$ cat src/rtl/johnson_counter_gen.sv
// rtl/johnson_counter_gen.sv - N-bit Johnson counter with up/down, validated load, phase index, wrap/illegal pulses
// Optional feature macro: JOHNSON_GRAY_OUT_EN (adds registered Gray-coded phase output g)
module johnson_counter_gen #(
    parameter int N       = 4,
    parameter int PHASE_W = 3
) (
    input  logic               clk,
    input  logic               rst_n,
    input  logic               en,
    input  logic               dir,
    input  logic               load,
    input  logic [N-1:0]       load_val,
    output logic [N-1:0]       j,
    output logic [PHASE_W-1:0] phase,
    output logic               wrap,
    output logic               illegal
`ifdef JOHNSON_GRAY_OUT_EN
    ,
    output logic [PHASE_W-1:0] g
`endif
);

    localparam logic [PHASE_W-1:0] PHASE_LAST = PHASE_W'(2 * N - 1);

    logic [N-1:0]       j_q, j_d;
    logic [PHASE_W-1:0] phase_q, phase_d;
    logic               wrap_q, wrap_d;
    logic               illegal_q, illegal_d;
    logic               load_legal;
    int                 trans_cnt;
    int                 pop_cnt;

    // Classify load_val: legal Johnson codes have at most one adjacent-bit transition
    always_comb begin
        trans_cnt = 0;
        pop_cnt   = 0;
        for (int i = 0; i < N - 1; i++) begin
            if (load_val[i] != load_val[i+1]) begin
                trans_cnt = trans_cnt + 1;
            end
        end
        for (int i = 0; i < N; i++) begin
            if (load_val[i]) begin
                pop_cnt = pop_cnt + 1;
            end
        end
        load_legal = (trans_cnt <= 1);
    end

    // Next-state selection: load beats en beats hold; wrap/illegal default low
    always_comb begin
        j_d       = j_q;
        phase_d   = phase_q;
        wrap_d    = 1'b0;
        illegal_d = 1'b0;
        if (load) begin
            if (load_legal) begin
                j_d = load_val;
                // Codes with MSB set lie in the back half of the up sequence
                if (load_val[N-1]) begin
                    phase_d = PHASE_W'(2 * N - pop_cnt);
                end else begin
                    phase_d = PHASE_W'(pop_cnt);
                end
            end else begin
                j_d       = '0;
                phase_d   = '0;
                illegal_d = 1'b1;
            end
        end else if (en) begin
            if (dir) begin
                j_d = {j_q[N-2:0], ~j_q[N-1]};
                if (phase_q == PHASE_LAST) begin
                    phase_d = '0;
                    wrap_d  = 1'b1;
                end else begin
                    phase_d = phase_q + PHASE_W'(1);
                end
            end else begin
                j_d = {~j_q[0], j_q[N-1:1]};
                if (phase_q == '0) begin
                    phase_d = PHASE_LAST;
                    wrap_d  = 1'b1;
                end else begin
                    phase_d = phase_q - PHASE_W'(1);
                end
            end
        end
    end

    // Counter state registers with asynchronous clear
    always_ff @(posedge clk or negedge rst_n) begin
        if (!rst_n) begin
            j_q       <= '0;
            phase_q   <= '0;
            wrap_q    <= 1'b0;
            illegal_q <= 1'b0;
        end else begin
            j_q       <= j_d;
            phase_q   <= phase_d;
            wrap_q    <= wrap_d;
            illegal_q <= illegal_d;
        end
    end

    assign j       = j_q;
    assign phase   = phase_q;
    assign wrap    = wrap_q;
    assign illegal = illegal_q;

`ifdef JOHNSON_GRAY_OUT_EN
    logic [PHASE_W-1:0] g_q, g_d;

    // Reference Gray code of the next phase, so g lines up with j
    always_comb begin
        g_d = phase_d ^ (phase_d >> 1);
    end

    // Gray reference register with asynchronous clear
    always_ff @(posedge clk or negedge rst_n) begin
        if (!rst_n) begin
            g_q <= '0;
        end else begin
            g_q <= g_d;
        end
    end

    assign g = g_q;
`endif

endmodule
$ cat config.mk
export PLATFORM = sky130hd
export DESIGN_NAME = johnson_counter_gen
export DESIGN_NICKNAME = d
export VERILOG_FILES = /design/src/rtl/johnson_counter_gen.sv
export SDC_FILE = /design/constraint.sdc
export NUM_CORES = 1
export LEC_CHECK = 0
export CELL_PAD_IN_SITES_DETAIL_PLACEMENT = 0
export CELL_PAD_IN_SITES_GLOBAL_PLACEMENT = 1
export CORE_UTILIZATION = 26
export CTS_CLUSTER_SIZE = 14
export DETAILED_ROUTE_END_ITERATION = 7
export HOLD_SLACK_MARGIN = 0.15
export PLACE_DENSITY_LB_ADDON = 0.1
export SYNTH_ARGS = -nofsm -noshare
export SYNTH_HDL_FRONTEND = slang
export SYNTH_SLANG_ARGS = --single-unit
$ cat constraint.sdc
create_clock -name clk -period 1.3 [get_ports clk]
set_input_delay 0.195 -clock clk [delete_from_list [all_inputs] [get_ports clk]]
set_output_delay 0.195 -clock clk [all_outputs]
set_load 0.01 [all_outputs]
# After elaboration in Yosys (flattened, before gate mapping)
# Cells that the tools add are included.
# totals
reg_bits	9
input_bits	9
output_inout_bits	9
wordCells	46
# classes
addsub	8
magnitude_cmp	1
n_eq_ne	4
muxes	25
bitwise_logic	2
n_reduce_logical	2
# op_table
cell	count
32-bit by 2-bit adder with 32-bit output (second input constant)	2
32-bit 2-to-1 mux	2
32-bit by 2-bit less-or-equal comparator with 1-bit output (second input constant)	1
3-bit 2-to-1 mux	10
4-bit 2-to-1 mux	4
1-bit 2-to-1 mux	9
3-bit by 2-bit adder with 3-bit output (second input constant)	2
3-bit by 1-bit adder with 3-bit output (second input constant)	1
3-bit == test (second input constant)	1
3-bit logical NOT	1
1-bit inequality test	3
1-bit by 3-bit subtractor with 3-bit output (first input constant)	1
3-bit by 1-bit subtractor with 3-bit output (second input constant)	1
1-bit by 1-bit adder with 2-bit output (second input constant)	1
1-bit NOT	2
2-bit nonzero test	1

# Logic depth before layout (Yosys ltp)
# Gate-level depths: netlist of the first run.
# depth
ltp_word	11
depth_mapped	10

# Worst setup path after synthesis of the first run
# OpenSTA, ideal clock, no wires.
# synth_path
kind	input-to-reg
start	in load_val[0]
end	reg phase_q[2] (netlist: phase[2])
arrival_ps	1843
t_required_ps	1236
slack_ps	-607
cell_stages	10
path_cell_list	inv_1 > ha_1 > buf_2 > xor2_1 > ha_1 > inv_1 > maj3_1 > o211ai_1 > o2bb2ai_1 > a21o_1
# synth_via
elab_chain_len	11
# synth_lines
item	line	source
from (decl)	12	input logic [N-1:0] load_val,
branches (longest 9 deep; another with 32-bit by 2-bit adder with 32-bit output)	n/a	
3-bit 2-to-1 mux *	57	if (load_legal) begin
3-bit 2-to-1 mux *	56	if (load) begin
to (signal assigned)	100	phase_q <= phase_d;
to (decl)	26	logic [PHASE_W-1:0] phase_q, phase_d;
# Every way passes the cells marked *.
# A chain may end at the register's enable or synchronous reset.

# Worst setup path in the final report of the first run
# Ends and elaborated chain as after synthesis.

==> impl_metrics.toml, run 1 <==
[timing]
rsz0062_at_grt = "yes"
setup_violations = 8
hold_viol = 0
period_needed_ps = 1530
fin_worst_skew_ps = 0.837
holdWs_ps = 174
slew_headroom_pct = 72.6
max_freq_mhz = 652
fin_crit_sh_pct = 118
worst_slack_ps = -233
fin_setup_tns_ps = -922
drv_slew = 0
worstMarginPinSlew_ps = 410

[outcome]
status = "complete, but fails checks"
violations = "design-rule violations, negative setup slack"

[global_routing]
antenna_found_initial = 0
grt_usage_pct = 13.2
overflow = 0
first_global_vias = 802
grt_max_degree = 10
grt_first_pass_wirelength_um = 3310

[clocking]
clk_latency_ps = 250
ctsHoldBuffers = 0
clk_pin_slew_worst_paths_ps = 60
cts_num_sinks = 9
h-tree-depth = 1
cts_tree = "done"
cts_buffer_depth = 2
clockRootBuffer = "clkbuf_4"
numCtsBuffers = 3

[routing]
routed.top_layer = "met4"
wl_met2_um = 932
wl_um = 1820
met3_length_um = 59
routedWlPerCell_um = 11.2
wl_met1_um = 798
drt-initial-drc-count = 16
drc = 4
detail-route-antenna-nets = 0
via_per_inst = 4.58
vias = 746
first_pass_iters = 6

[layout]
final_area_um2 = 1270
drive_above_1_share_pct = 36.4
final_cells = 163
final_nets = 151
diodes = 0
areaGrowthSynthToFinish_pct = 61.6

[power_and_ir_drop]
power_mw = 1.12
power_frac_comb_pct = 50.3
peakVddDrop_uv = 300
powerDensity_nw_per_um2 = 881
p_leak_nw = 0.599
switchingPower_mw = 0.381
p_seq_share_pct = 31.0
p_clk_share_pct = 18.7
intPower_mw = 0.741
p_sw_share_pct = 33.9

[worst_setup_path]
cp_cell_sequence = "buf_8, inv_4, ha_4, xor2_1, ha_1, inv_2, maj3_2, o211ai_1, o2bb2ai_1, a21o_1"
worstSetupPathType = "primary input to flip-flop"
crit_fanout = 3
crit_family = "adder cells"
crit_arrival_ps = 1730
crit_path_top_delay_cell = "ha_1"
required_ps = 1500
path_buf_inv = 3
crit_start = "load_val[0]"
reg2reg_to = "phase[0]"
slowest_delay_ps = 310
r2r_cells = 5
critPathLaunchType = "primary input"
critPathCapture = "phase[2]"
worstSetupEndpointType = "flip-flop"
reg2reg_setup_slack_ps = -110
crit_cells = 10
regToRegStartpoint = "phase[0]"

[yosys]
netlist.area_leader.share_pct = 28.6
ys_ff_latch = 9
dominantRegCellSynth = "dfrtp_1"
syn_inst = 92
synth.cell_area_um2 = 788
async_flop_share_pct = 100
synth_top_area_cell = "dfrtp_1"
syn_nets = 110
synth_edf_count = 0
avgSynthCellArea_um2 = 8.57
synth_cell_type_count = 32
synth_area_leaders = "dfrtp_1, ha_1, o21ai_0, nand2_1, xor2_1"
ys_seq_area_share_pct = 28.6
ys_warn_count = 0

[placement]
post-place-cells = 156
placed_area_um2 = 1160
place_congestion = 0.686
dp_hpwl_um = 1490
port_buffers = 17

[floorplan]
die-area_um2 = 3260
ios = 18
start_util_pct = 28.1
die_x_um = 57.1
coreArea_um2 = 2810
rows = 19
die_y_um = 57.1

[hold_path]
hold_path_depth = 3
worst_hold_path_type = "primary input to flip-flop"

[flow_run]
drv_cap = 0
## metal layers
metal | GRT usage [%] | vias to the layer above
met5 | 0 | -
met4 | 6.27 | 0
met3 | 2.27 | 2
met2 | 24.4 | 13
met1 | 14.5 | 336
li1 | - | 395
## per-stage QoR
stage | util, % | worst slack, ps
after floorplan | - | -477
after global placement | 41.2 | -1020
after detailed placement | 41.2 | -1050
after CTS | 43.3 | -334
after global routing | 45.4 | -316
final | 45.4 | -233
## Yosys cell counts, types with 2 or more instances
library cell   n
nor3_1         3
nand2_1       10
o211ai_1       2
o21ai_0       10
buf_2          2
nor2_1         3
inv_1          8
ha_1           9
a21oi_1        6
xor2_1         4
mux2i_1        3
dfrtp_1        9
nor3b_1        2
a21o_1         2
clkbuf_1       2
## layout make-up
type	count	area, um2
inverter	8	45.0
sequential	9	225
fill	292	1530
timing repair buffer	41	355
multi-input combinational	70	583
clock buffer	4	26.3
tap	31	38.8
## layout by cell type (no fill, tap or decap), types with 2 or more instances in the layout
master,count
a21o_1,2
a21oi_1,4
a21oi_2,3
buf_4,23
buf_8,2
clkbuf_4,3
clkdlybuf4s15_1,3
clkdlybuf4s50_1,5
dfrtp_1,9
dlygate4sd2_1,7
ha_1,5
ha_2,2
ha_4,2
inv_1,4
inv_2,2
mux2i_1,3
nand2_1,9
nand2_2,2
nor2_1,2
nor3_1,3
nor3b_1,2
o211ai_1,2
o21ai_0,5
o21ai_1,5
xor2_1,3
## cell families (layout without fill, tap and decap cells)
kind of cell               Yosys count  after routing  share of synthesized area [%]
AOI/OAI and AO/OA                   27             27                           22.5
xor gates and xnor gates             6              6                           7.62
adders and majority gates           10             10                           15.6
buffers and inverters               13             53                           6.99
DFF                                  9              9                           28.6
muxes                                3              3                           3.81
and+or+nand+nor                     24             24                           14.9
## worst min path at each step
stage / from / endpoint
floorplan: rst_n / illegal
global placement: rst_n / j[2]
detailed placement: rst_n / wrap
CTS: load_val[0] / j[0]
global route: load_val[0] / j[0]
finish: load_val[0] / j[0]
## sequential cells by signal (all words and copies together) (netlist names)
register / flops
illegal: 1
j: 4
phase: 3
wrap: 1
## power groups by stage
stage | sequential (mW) | clock, mW | combinational, mW
after floorplan | 0.376 | 0 | 0.269
after global placement | 0.357 | 0 | 0.522
after detailed placement | 0.358 | 0 | 0.528
after CTS | 0.348 | 0.218 | 0.537
after global routing | 0.355 | 0.238 | 0.633
final | 0.348 | 0.210 | 0.565
## tightest hold or removal path: stages
cell and delay [ps]:
buf_8 80, nand2_1 40, o21ai_1 60
## repair_timing
item,4_1_cts,5_1_grt
gates resized for setup,25,16
setup buffers,3,1
pin swaps,11,8
cloned,0,0
setup endpoints to repair,17,10
No activity file was read; power rests on OpenSTA's default activity.
==> run 2: changes to the inputs <==
--- a/config.mk
+++ b/config.mk
@@ -8,8 +8,10 @@
 export CELL_PAD_IN_SITES_DETAIL_PLACEMENT = 0
 export CELL_PAD_IN_SITES_GLOBAL_PLACEMENT = 1
 export CORE_UTILIZATION = 26
+export CTS_CLUSTER_DIAMETER = 50
 export CTS_CLUSTER_SIZE = 14
 export DETAILED_ROUTE_END_ITERATION = 7
+export DONT_BUFFER_PORTS = 1
 export HOLD_SLACK_MARGIN = 0.15
 export PLACE_DENSITY_LB_ADDON = 0.1
 export SYNTH_ARGS = -nofsm -noshare
==> run 2 against run 1 <==
Effect of this change:
- the run still ends with design-rule violations, negative setup slack left
- sequential cell count did not move
- worst hold slack got worse by 100 ps
- combinational power fell by 23%
- first-iteration DRC count rose by 110%
- critical path type unchanged
==> impl_metrics.toml, run 2 (synthesized netlist as in run 1, its figures left out) <==
[timing]
hold_viol = 0
period_needed_ps = 1410
holdWs_ps = 69.9
worstMarginPinSlew_ps = 418
fin_worst_skew_ps = 6.97
setup_violations = 3
rsz0062_at_grt = "yes"
drv_slew = 0
worst_slack_ps = -115
max_freq_mhz = 707
slew_headroom_pct = 72.0
fin_setup_tns_ps = -223
fin_crit_sh_pct = 109

[clocking]
clk_latency_ps = 260
clk_pin_slew_worst_paths_ps = 70
h-tree-depth = 1
clockRootBuffer = "clkbuf_4"
numCtsBuffers = 3
cts_num_sinks = 9
cts_buffer_depth = 2
ctsHoldBuffers = 7
cts_tree = "done"

[floorplan]
coreArea_um2 = 2810
start_util_pct = 28.1
die_x_um = 57.1
die-area_um2 = 3260
die_y_um = 57.1
rows = 19
ios = 18

[power_and_ir_drop]
peakVddDrop_uv = 224
power_mw = 1.03
p_leak_nw = 0.453
powerDensity_nw_per_um2 = 971

[outcome]
status = "complete, but fails checks"
violations = "design-rule violations, negative setup slack"

[global_routing]
grt_max_degree = 12
grt_usage_pct = 12.2
first_global_vias = 644
grt_first_pass_wirelength_um = 3040
antenna_found_initial = 0
overflow = 0

[layout]
largest_reg_flops = 4
final_nets = 125
multi_input_area_um2 = 597
drive_above_1_share_pct = 33.0
final_cell_mix = "nand2_1, dfrtp_1, buf_4"
ff_latch_area_um2 = 225
diodes = 0
num-fill-cells = 286
layout_commonest_cell = "nand2_1"
areaGrowthSynthToFinish_pct = 34.6

[routing]
drt-initial-drc-count = 33
drc = 4
detail-route-antenna-nets = 0
wl_um = 1770
routedWlPerCell_um = 12.9
vias = 642
via_per_inst = 4.69
first_pass_iters = 6

[placement]
dp_hpwl_um = 1300
port_buffers = 0
place_congestion = 0.680
preCtsSetupSlack_ps = -416

[worst_setup_path]
reg2reg_setup_slack_ps = -70
path_buf_inv = 2
cp_cell_sequence = "inv_12, ha_4, xor2_2, ha_4, inv_2, maj3_2, o211ai_1, o2bb2ai_1, a21o_1"
crit_family = "adder cells"
worstSetupPathType = "primary input to flip-flop"
crit_fanout = 4
critPathLaunchType = "primary input"
worstSetupEndpointType = "flip-flop"
required_ps = 1500
crit_arrival_ps = 1610
regToRegStartpoint = "phase[1]"
crit_top_cell = "ha_4"
reg2reg_to = "phase[0]"
r2r_cells = 5
slowest_delay_ps = 290
crit_path_top_delay_cell = "maj3_2"

[flow_run]
drv_cap = 0

[hold_path]
hold_end = "j[1]"
worst_hold_path_type = "primary input to flip-flop"
hold_path_depth = 2
min-delay-start = "load_val[1]"
-- run 2: changes by cell type in the layout (fill, tap and decap cells not counted), moves of 3 or more --
cell / previous run / this run
buf_4: 23 / 8
dlygate4sd2_1: 7 / 0
dlygate4sd3_1: 0 / 7
clkdlybuf4s50_1: 5 / 0
clkdlybuf4s15_1: 3 / 0
ha_1: 5 / 2
-- run 2: timing repair --
item                                    in CTS  in global routing
endpoints found under the hold margin       17                  1
resized for setup                            5                 12
endpoints found under the setup margin       3                  7
cloned                                       0                  0
setup buffers                                0                  0
pin swaps                                    4                 10
-- run 2: worst max-delay path by stage --
stage | from | endpoint | slack [ps] | cells after the start
2_1_floorplan | load_val[1] | phase[2] | -480 | 10
3_3_place_gp | load_val[1] | phase[2] | -390 | 9
3_5_place_dp | load_val[1] | phase[2] | -420 | 9
4_1_cts | load_val[1] | phase[2] | -120 | 9
5_1_grt | load_val[1] | phase[2] | -180 | 9
6_report | load_val[1] | phase[2] | -110 | 9
-- run 2: cell type report --
class | count | area share, %
Clock buffer | 3 | 2.12
Inverter | 8 | 4.01
Tap cell | 31 | 3.66
Clock inverter | 1 | 0.472
Timing Repair Buffer | 15 | 12.3
Sequential cell | 9 | 21.2
Multi-Input combinational cell | 70 | 56.2
-- run 2: report_power, final --
group / internal, mW / switching [mW]
combinational: 0.232 / 0.201
clock: 0.114 / 0.105
sequential: 0.318 / 0.0594
-- run 2: stage by stage --
| step | utilization (%) | instance area, um2 | std cells |
|---|---|---|---|
| after detailed placement | 31.7 | 888 | 126 |
| after floorplan | - | 821 | 92 |
| final | 37.8 | 1060 | 137 |
| after CTS | 35.7 | 1000 | 137 |
| after global routing | 37.8 | 1060 | 137 |
| after global placement | 31.7 | 888 | 126 |
-- run 2: per-layer routing --
metal | vias up | global-route usage [%] | share of wire [%]
met2 | 11 | 19.3 | 48
met5 | - | 0 | 0
met1 | 290 | 15.9 | 48
met3 | 0 | 2.49 | 4.1
li1 | 341 | - | -
met4 | 0 | 6.27 | 0
-- run 2: worst reg2reg max path: cells and delay by family, from the launching register on --
kind	cells	cell delay (ps)
AO/OA/AOI/OAI	3	520
adder cells (fa/ha/maj)	2	350
flip-flops	1	420
==> run 3: changes to the inputs <==
--- a/config.mk
+++ b/config.mk
@@ -12,6 +12,7 @@
 export CTS_CLUSTER_SIZE = 14
 export DETAILED_ROUTE_END_ITERATION = 7
 export DONT_BUFFER_PORTS = 1
+export GPL_TIMING_DRIVEN = 0
 export HOLD_SLACK_MARGIN = 0.15
 export PLACE_DENSITY_LB_ADDON = 0.1
 export SYNTH_ARGS = -nofsm -noshare
==> run 3 against run 2 <==
Effect of this change:
- the run still ends with design-rule violations, negative setup slack left
- largest cell class unchanged
- maximum frequency fell by 1.5%
- global-route usage did not move
- register-to-register slack got worse by 60 ps
- sequential cell count did not move
- worst hold slack improved by 110 ps
- final area fell by 2.6%
- clock skew rose by 3.4 ps
- highest routed layer is now met4
- power fell by 1.4%
==> impl_metrics.toml, run 3 (synthesized netlist as in run 1, its figures left out) <==
[layout]
largest_reg_flops = 4
areaGrowthSynthToFinish_pct = 31.1
multi_input_area_um2 = 594
diodes = 0
final_cell_mix = "nand2_1, dfrtp_1, dlygate4sd3_1"
num-fill-cells = 300
drive_above_1_share_pct = 33.0
layout_commonest_cell = "nand2_1"
ff_latch_area_um2 = 228
final_cells = 134
final_nets = 122

[flow_run]
drv_cap = 0

[clocking]
cts_buffer_depth = 2
cts_tree = "done"
numCtsBuffers = 3
h-tree-depth = 1
cts_num_sinks = 9
clk_latency_ps = 260
clk_pin_slew_worst_paths_ps = 60
clockRootBuffer = "clkbuf_4"

[timing]
worstMarginPinSlew_ps = 428
drv_slew = 0
max_freq_mhz = 696
fin_setup_tns_ps = -353
worst_slack_ps = -136
hold_viol = 0
fin_crit_sh_pct = 110
slew_headroom_pct = 71.4
rsz0062_at_grt = "yes"
setup_violations = 3
fin_worst_skew_ps = 10.4
period_needed_ps = 1440

[routing]
routedWlPerCell_um = 13.5
detail-route-antenna-nets = 0
first_pass_iters = 5
drt-initial-drc-count = 12
via_per_inst = 4.96
vias = 664
wl_um = 1810
drc = 5

[hold_path]
worst_hold_path_type = "primary input to flip-flop"

[worst_setup_path]
critPathLaunchType = "primary input"
crit_path_top_delay_cell = "ha_1"
worstSetupEndpointType = "flip-flop"
worstSetupPathType = "primary input to flip-flop"
crit_arrival_ps = 1630
r2r_cells = 7
reg2reg_setup_slack_ps = -130
path_buf_inv = 2
required_ps = 1490
cp_cell_sequence = "inv_8, ha_4, xor2_1, ha_1, inv_2, maj3_2, o211ai_1, o2bb2ai_1, a21o_1"
critPathCapture = "phase[2]"
crit_start = "load_val[0]"
crit_fanout = 3
crit_family = "adder cells"
slowest_delay_ps = 310
regToRegStartpoint = "phase[0]"
reg2reg_to = "phase[2]"
crit_cells = 9

[placement]
post-place-cells = 123
place_congestion = 0.686
dp_hpwl_um = 1390
port_buffers = 0
preCtsSetupSlack_ps = -588

[global_routing]
grt_first_pass_wirelength_um = 3040
grt_max_degree = 11
antenna_found_initial = 0
overflow = 0
grt_usage_pct = 12.2
first_global_vias = 690

[floorplan]
die-area_um2 = 3260
start_util_pct = 28.1
ios = 18
die_y_um = 57.1
die_x_um = 57.1
coreArea_um2 = 2810
rows = 19

[outcome]
status = "complete, but fails checks"
violations = "design-rule violations, negative setup slack"

[power_and_ir_drop]
powerDensity_nw_per_um2 = 983
p_leak_nw = 0.434
peakVddDrop_uv = 242
==> run 3: changes by cell type in the layout (fill, tap and decap cells not counted), sizes merged <==
cell	change
buf	-4
clkbuf	+2
dlygate4sd3	-1
==> run 3: metal layers <==
layer | up-vias | track usage (%) | share of wire [%]
li1 | 337 | - | -
met1 | 314 | 14.6 | 43
met2 | 11 | 20.3 | 51
met3 | 2 | 2.49 | 3.9
met4 | 0 | 7.32 | 1.5
met5 | - | 0 | 0
==> run 3: worst min path at each step <==
| stage | from | endpoint | slack (ps) | cells after the start |
|---|---|---|---|---|
| 2_1_floorplan | rst_n | illegal | -100 | 0 |
| 3_5_place_dp | rst_n | j[1] | -100 | 0 |
| 3_3_place_gp | rst_n | j[1] | -100 | 0 |
| 4_1_cts | load_val[3] | phase[2] | 180 | 2 |
| 5_1_grt | load_val[3] | phase[2] | 200 | 2 |
| 6_report | load_val[3] | phase[2] | 180 | 2 |
==> run 3: layout make-up <==
cell class              count  share of cell area [%]
well taps                  31                    3.75
clock buffers               3                    2.18
inverters                   8                    4.84
flip-flops and latches      9                    22.0
plain buffers               4                    1.94
multi-input cells          70                    57.5
clock inverters             1                   0.484
repair buffers              8                    7.26
==> run 3: power breakdown <==
part | total, mW | internal (mW) | switching, mW | leakage, nW
Clock | 0.214 | 0.113 | 0.100 | 0.0177
Sequential | 0.397 | 0.321 | 0.0761 | 0.112
Combinational | 0.405 | 0.205 | 0.200 | 0.304
Total | 1.02 | 0.639 | 0.377 | 0.434
==> run 3: what timing repair did <==
action | in CTS | in global routing
setup endpoints to repair | 3 | 7
resized for setup | 21 | 3
pin swaps | 13 | 1
setup buffers | 3 | 0
hold buffers | 6 | 0
hold endpoints to repair | 13 | 0
==> run 3: metrics by stage <==
step / instance area (um2) / hold WS (ps) / power (mW) / utilization [%]
4_1_cts: 1030 / 179 / 1.03 / 36.6
3_3_place_gp: 860 / -100 / 0.704 / 30.6
2_1_floorplan: 821 / -101 / 0.645 / -
3_5_place_dp: 860 / -100 / 0.707 / 30.6
6_report: 1030 / 182 / 1.02 / 36.8
5_1_grt: 1030 / 197 / 1.10 / 36.8
